[src/rtl/core_pkg.sv]
// rtl/core_pkg.sv - shared rename-stage types and sizing
// Purpose: architectural/physical register sizing, tag typedefs, renamed
// uop record and the free-list pointer wrap helper.
// Ports: none (package).
package core_pkg;

  localparam int NUM_ARCH = 32;
  localparam int NUM_PHYS = 128;
  localparam int AREG_W   = 5;
  localparam int PREG_W   = 7;
  localparam int FL_DEPTH = NUM_PHYS - NUM_ARCH;
  localparam int FL_CNT_W = $clog2(FL_DEPTH + 1);
  localparam int FL_PTR_W = $clog2(FL_DEPTH);

  typedef logic [AREG_W-1:0] areg_t;
  typedef logic [PREG_W-1:0] preg_t;

  typedef struct packed {
    preg_t prs1;
    preg_t prs2;
    preg_t prd;
    preg_t old_prd;
  } renamed_uop_t;

  // Pointers run 0..FL_DEPTH-1; FL_DEPTH is not a power of two.
  function automatic logic [FL_PTR_W-1:0] fl_ptr_inc(input logic [FL_PTR_W-1:0] p);
    return (p == FL_PTR_W'(FL_DEPTH - 1)) ? '0 : p + 1'b1;
  endfunction

endpackage

[src/rtl/rename_unit_free_list.sv]
// rtl/rename_unit_free_list.sv - circular free list of physical tags
// Purpose: FIFO of unallocated physical tags, preloaded with NUM_ARCH..NUM_PHYS-1.
// Ports: clk, reset (async active-low), pop/head_tag (allocate from head),
// push/push_tag (return to tail), count, empty, full.
module free_list
  import core_pkg::*;
(
  input  logic                clk,
  input  logic                reset,
  input  logic                pop,
  input  logic                push,
  input  logic [PREG_W-1:0]   push_tag,
  output logic [PREG_W-1:0]   head_tag,
  output logic [FL_CNT_W-1:0] count,
  output logic                empty,
  output logic                full
);

  preg_t               fl_q [FL_DEPTH];
  logic [FL_PTR_W-1:0] head_q;
  logic [FL_PTR_W-1:0] tail_q;
  logic [FL_CNT_W-1:0] count_q;
  logic                do_pop;
  logic                do_push;

  assign empty    = (count_q == '0);
  assign full     = (count_q == FL_CNT_W'(FL_DEPTH));
  assign do_pop   = pop && !empty;
  assign do_push  = push && !full;
  // Head tag comes from the pre-edge head, so a tag pushed this cycle is
  // never handed out in the same cycle.
  assign head_tag = fl_q[head_q];
  assign count    = count_q;

  always_ff @(posedge clk or negedge reset) begin
    if (!reset) begin
      for (int i = 0; i < FL_DEPTH; i++) begin
        fl_q[i] <= preg_t'(NUM_ARCH + i);
      end
      head_q  <= '0;
      tail_q  <= '0;
      count_q <= FL_CNT_W'(FL_DEPTH);
    end else begin
      if (do_push) begin
        fl_q[tail_q] <= push_tag;
        tail_q       <= fl_ptr_inc(tail_q);
      end
      if (do_pop) begin
        head_q <= fl_ptr_inc(head_q);
      end
      if (do_push && !do_pop) begin
        count_q <= count_q + 1'b1;
      end else if (do_pop && !do_push) begin
        count_q <= count_q - 1'b1;
      end
    end
  end

endmodule

[src/rtl/rename_unit.sv]
// rtl/rename_unit.sv - register rename stage
// Purpose: maps rs1/rs2/rd to physical tags via the map table, allocates
// destination tags from the free list, pulses set_not_rdy to the PRF and
// returns committed old tags to the free list.
// Ports: clk, reset (async active-low); in_valid/in_ready with rs1, rs2, rd,
// rd_wen; out_valid/out_ready with prs1, prs2, prd, old_prd; prf_set_not_rdy,
// prf_target_reg; commit_free, commit_old_prd; free_count.
module rename_unit
  import core_pkg::*;
(
  input  logic                clk,
  input  logic                reset,
  input  logic                in_valid,
  output logic                in_ready,
  input  logic [AREG_W-1:0]   rs1,
  input  logic [AREG_W-1:0]   rs2,
  input  logic [AREG_W-1:0]   rd,
  input  logic                rd_wen,
  output logic                out_valid,
  input  logic                out_ready,
  output logic [PREG_W-1:0]   prs1,
  output logic [PREG_W-1:0]   prs2,
  output logic [PREG_W-1:0]   prd,
  output logic [PREG_W-1:0]   old_prd,
  output logic                prf_set_not_rdy,
  output logic [PREG_W-1:0]   prf_target_reg,
  input  logic                commit_free,
  input  logic [PREG_W-1:0]   commit_old_prd,
  output logic [FL_CNT_W-1:0] free_count
);

  preg_t        map_q [NUM_ARCH];
  renamed_uop_t uop_q;
  logic         out_valid_q;
  logic         pulse_q;
  preg_t        target_q;

  logic         needs_alloc;
  logic         accept;
  logic         alloc;
  logic         free_req;
  logic         fl_push;
  logic         fl_empty;
  logic         fl_full;
  preg_t        fl_head;

  assign needs_alloc = rd_wen && (rd != '0);
  // Empty check uses the registered count: a same-cycle free does not help.
  assign in_ready    = reset && (!out_valid_q || out_ready) && (!needs_alloc || !fl_empty);
  assign accept      = in_valid && in_ready;
  assign alloc       = accept && needs_alloc;
  assign free_req    = commit_free && (commit_old_prd != '0);
  assign fl_push     = free_req && !fl_full;

  free_list u_free_list (
    .clk      (clk),
    .reset    (reset),
    .pop      (alloc),
    .push     (fl_push),
    .push_tag (commit_old_prd),
    .head_tag (fl_head),
    .count    (free_count),
    .empty    (fl_empty),
    .full     (fl_full)
  );

  // Entry 0 resets to tag 0 and is never written (alloc implies rd != 0),
  // so x0 always reads as tag 0.
  always_ff @(posedge clk or negedge reset) begin
    if (!reset) begin
      for (int i = 0; i < NUM_ARCH; i++) begin
        map_q[i] <= preg_t'(i);
      end
    end else if (alloc) begin
      map_q[rd] <= fl_head;
    end
  end

  // Sources read the pre-update map, so rd == rs sees the old mapping while
  // the next instruction sees the new one with no bubble.
  always_ff @(posedge clk or negedge reset) begin
    if (!reset) begin
      out_valid_q <= 1'b0;
      uop_q       <= '0;
      pulse_q     <= 1'b0;
      target_q    <= '0;
    end else if (accept) begin
      out_valid_q   <= 1'b1;
      uop_q.prs1    <= map_q[rs1];
      uop_q.prs2    <= map_q[rs2];
      uop_q.prd     <= needs_alloc ? fl_head : '0;
      uop_q.old_prd <= needs_alloc ? map_q[rd] : '0;
      pulse_q       <= needs_alloc;
      if (needs_alloc) begin
        target_q <= fl_head;
      end
    end else begin
      pulse_q <= 1'b0;
      if (out_ready) begin
        out_valid_q <= 1'b0;
      end
    end
  end

  assign out_valid       = out_valid_q;
  assign prs1            = uop_q.prs1;
  assign prs2            = uop_q.prs2;
  assign prd             = uop_q.prd;
  assign old_prd         = uop_q.old_prd;
  assign prf_set_not_rdy = pulse_q;
  assign prf_target_reg  = target_q;

`ifndef SYNTHESIS
  // A free into a full list indicates duplicated tags upstream.
  a_no_free_when_full: assert property (@(posedge clk) disable iff (!reset) !(free_req && fl_full))
    else $error("rename_unit: free of tag %0d dropped, free list full", commit_old_prd);
`endif

endmodule

[config.mk]
export PLATFORM = sky130hd
export DESIGN_NAME = rename_unit
export DESIGN_NICKNAME = d
export VERILOG_FILES = /design/src/rtl/core_pkg.sv /design/src/rtl/rename_unit_free_list.sv /design/src/rtl/rename_unit.sv
export SDC_FILE = /design/constraint.sdc
export NUM_CORES = 2
export LEC_CHECK = 0
export ABC_AREA = 1
export CAP_MARGIN = 20
export CORE_UTILIZATION = 45
export CTS_CLUSTER_DIAMETER = 100
export CTS_CLUSTER_SIZE = 30
export DETAILED_ROUTE_END_ITERATION = 10
export PLACE_DENSITY = 0.62
export SLEW_MARGIN = 30
export SYNTH_ARGS = -nofsm -noshare
export SYNTH_HDL_FRONTEND = slang
export SYNTH_SLANG_ARGS = --single-unit
[constraint.sdc]
create_clock -name clk -period 4.4 [get_ports clk]
set_input_delay 1.1 -clock clk [delete_from_list [all_inputs] [get_ports clk]]
set_output_delay 1.1 -clock clk [all_outputs]
set_load 0.005 [all_outputs]
==> reports/metrics.csv <==
metric,value,unit
cts_tree,built,
antenna_found_initial,1,
row_count,120,
top_layer,met5,
core_area,108000,um2
slowest_delay,0.53,ns
largest_register_ffs,672,
hold_path_class,input port to async pin,
die_h,333,um
regMostFlops,u_free_list.fl_q,
cp-end-kind,output port,
drt_wl_total,158000,um
met1Wirelength,72000,um
die_area,111000,um2
ys_warn_count,0,
final_common_cell,nand2_1,
finalCriticalPeriod,4.13,ns
maxSlewHeadroom,32.8,%
wl_met3,12400,um
dieWidth,333,um
synth_area,49200,um2
fillers,10800,
top_regs,"u_free_list.fl_q x672, map_q x224",
critPathKind,input port to output port,
synth-seq-cells,954,
synth_area_per_cell,7.45,um2
cts_hold_buf,0,
avgRoutedWirePerCell,20.2,um
port_buffers,72,
grt-ovfl-total,0,
rsz0062_at_grt,no,
initial_utilization,45.7,%
status,"finished, final reports clean",
report.final.slew_viol_count,0,
cts_sinks,954,
final_cell_mix,"2522 x nand2_1, 957 x o21ai_0, 501 x dfrtp_1, 466 x inv_1, 450 x dfstp_2",
tns,0,ns
synth_fp_nets,6644,
leakagePower,23.3,nW
drive_gt1_share,11.0,%
path_clk_slew,0.12,ns
crit_path_frequent_cell,nor2_1,
drt_pass1_iterations,8,
max-vdd-ir-drop,0.582,mV
vias,43600,
slowest_stage,clkdlybuf4s50_1,
fin_nets,6439,
cts.repair.resized,0,
fin_crit_sh,93.9,%
cp-start-kind,input port,
postCtsSetupBuffers,0,
path_cells,clkdlybuf4s50_1 -> nor2_1 -> nand2_1 -> o21ai_1 -> nor2_1 -> nor2_1 -> clkdlybuf4s50_1,
met2_length,68900,um
cts.htree.levels,2,
place_hpwl,100000,um
synth_cell_types,37,
drtIter0Drc,4958,
synth_cells,6607,
io_pins,73,
required,3.30,ns
area_growth,6.74,%
fin_worst_hold_slack,0.224,ns
clockBufferDepth,3,
avgViaCountPerCell,5.57,
grt_use_total,28.4,%
clk_latency,0.69,ns
finalSetupViolations,0,
ys_seq_area_share,49.6,%
hold_violations,0,
tightest_slew,1.01,ns
arrival,3.03,ns
grt_pass1_wl,247000,um
cts_root_buffer,clkbuf_16,
path_max_fanout,3,
grt_pass1_vias,40500,
max_cap_violations,0,
diodes,0,
gp_congestion,0.943,
cts_made_buffers,42,
post-route-drc-count,0,
grt_max_degree,166,
drtAntennaViolNets,0,
power_density,606,nW/um2
clock.fmax,242,MHz
skew,0.0577,ns
[layout make-up]
type	instances	area (um2)	area share, %
Timing Repair Buffer	211	2120	4.03
Inverter	492	1870	3.57
Multi-Input combinational cell	4701	21000	40.0
Sequential cell	954	24400	46.5
Clock inverter	15	205	0.390
Clock buffer	62	1160	2.20
Tap cell	1403	1760	3.34
[through the flow]
| stage | power (mW) | setup WS, ns | instances | util [%] | cell area (um2) |
|---|---|---|---|---|---|
| finish | 31.8 | 0.267 | 7838 | 48.7 | 52500 |
| global route | 33.9 | 0.0681 | 7838 | 48.7 | 52500 |
| CTS | 31.8 | 0.259 | 7838 | 48.7 | 52500 |
| detailed placement | 26.7 | 0.237 | 7761 | 47.5 | 51200 |
| global placement | 26.4 | 0.198 | 7761 | 47.5 | 51200 |
| floorplan | 21.7 | 0.906 | 6607 | - | 49200 |
[routing by layer]
layer  vias up  track usage [%]
met4         2             8.73
li1      20800                -
met1     20900             42.2
met3       250             4.05
met2      1641             42.7
met5         -                0
[worst max-delay path: cells and delay by family]
family | cells | cell delay, ns
buffers and inverters | 2 | 0.97
and+or+nand+nor | 4 | 0.67
AOI/OAI and AO/OA | 1 | 0.28
[logic make-up (layout without fill, tap and decap cells)]
kind of cell	count (synthesis)	in the layout	synth area share (%)
AOI/OAI and AO/OA	1480	1480	16.3
and+or+nand+nor	3201	3201	25.7
DFF	954	954	49.6
adders and majority gates	9	9	0.244
buffers and inverters	952	780	7.90
xor gates and xnor gates	11	11	0.196
[final timing paths]
kind / startpoint / end / slack, ns / cells after the start
max: rd[3] / in_ready / 0.27 / 7
min: reset / u_free_list.fl_q[301] / 0.22 / 1
max reg2reg: u_free_list.head_q[0] / map_q[144] / 0.84 / 16
min reg2reg: map_q[217] / map_q[217] / 0.43 / 0
max in group asynchronous: reset / map_q[30] / 2.39 / 3
min in group clk: map_q[217] / map_q[217] / 0.43 / 0
[cell usage after synthesis]
cell      instances  share of area (%)
a21oi_1         216                2.2
dfrtp_1         504                 26
nand2_1        2524                 19
buf_4            39               0.59
o22ai_1          17               0.22
nor4_1            1              0.013
inv_2            18               0.14
o31ai_1           1              0.015
nor4_2            6               0.15
nor2_1          244                1.9
xnor2_1           1              0.018
nand3_1         398                4.0
a21boi_1          1              0.015
or2_2             1              0.013
buf_1            31               0.24
clkbuf_1        261                2.0
ha_1              8               0.20
a22oi_1          66                1.0
o22a_1            1              0.018
o21a_1            1              0.015
nand2_2           6              0.076
o211ai_1        107                1.6
fa_1              1              0.041
nand4_1           9               0.11
clkinv_1          1             0.0076
nor2_2            7              0.089
nor2_4            1              0.023
o221ai_1         47               0.84
buf_2           128                1.3
o21ai_1          66               0.67
buf_6             1              0.023
dfstp_2         450                 24
nor3_1            3              0.030
xor2_1           10               0.18
o21ai_0         957                9.7
nor3_2            1              0.020
inv_1           473                3.6
[report_power, final]
group | switching [mW] | internal [mW] | total (mW)
Combinational | 8.71 | 4.02 | 12.7
Sequential | 1.77 | 12.2 | 14.0
Clock | 3.10 | 2.01 | 5.11
No activity file was read; power rests on OpenSTA's default activity.
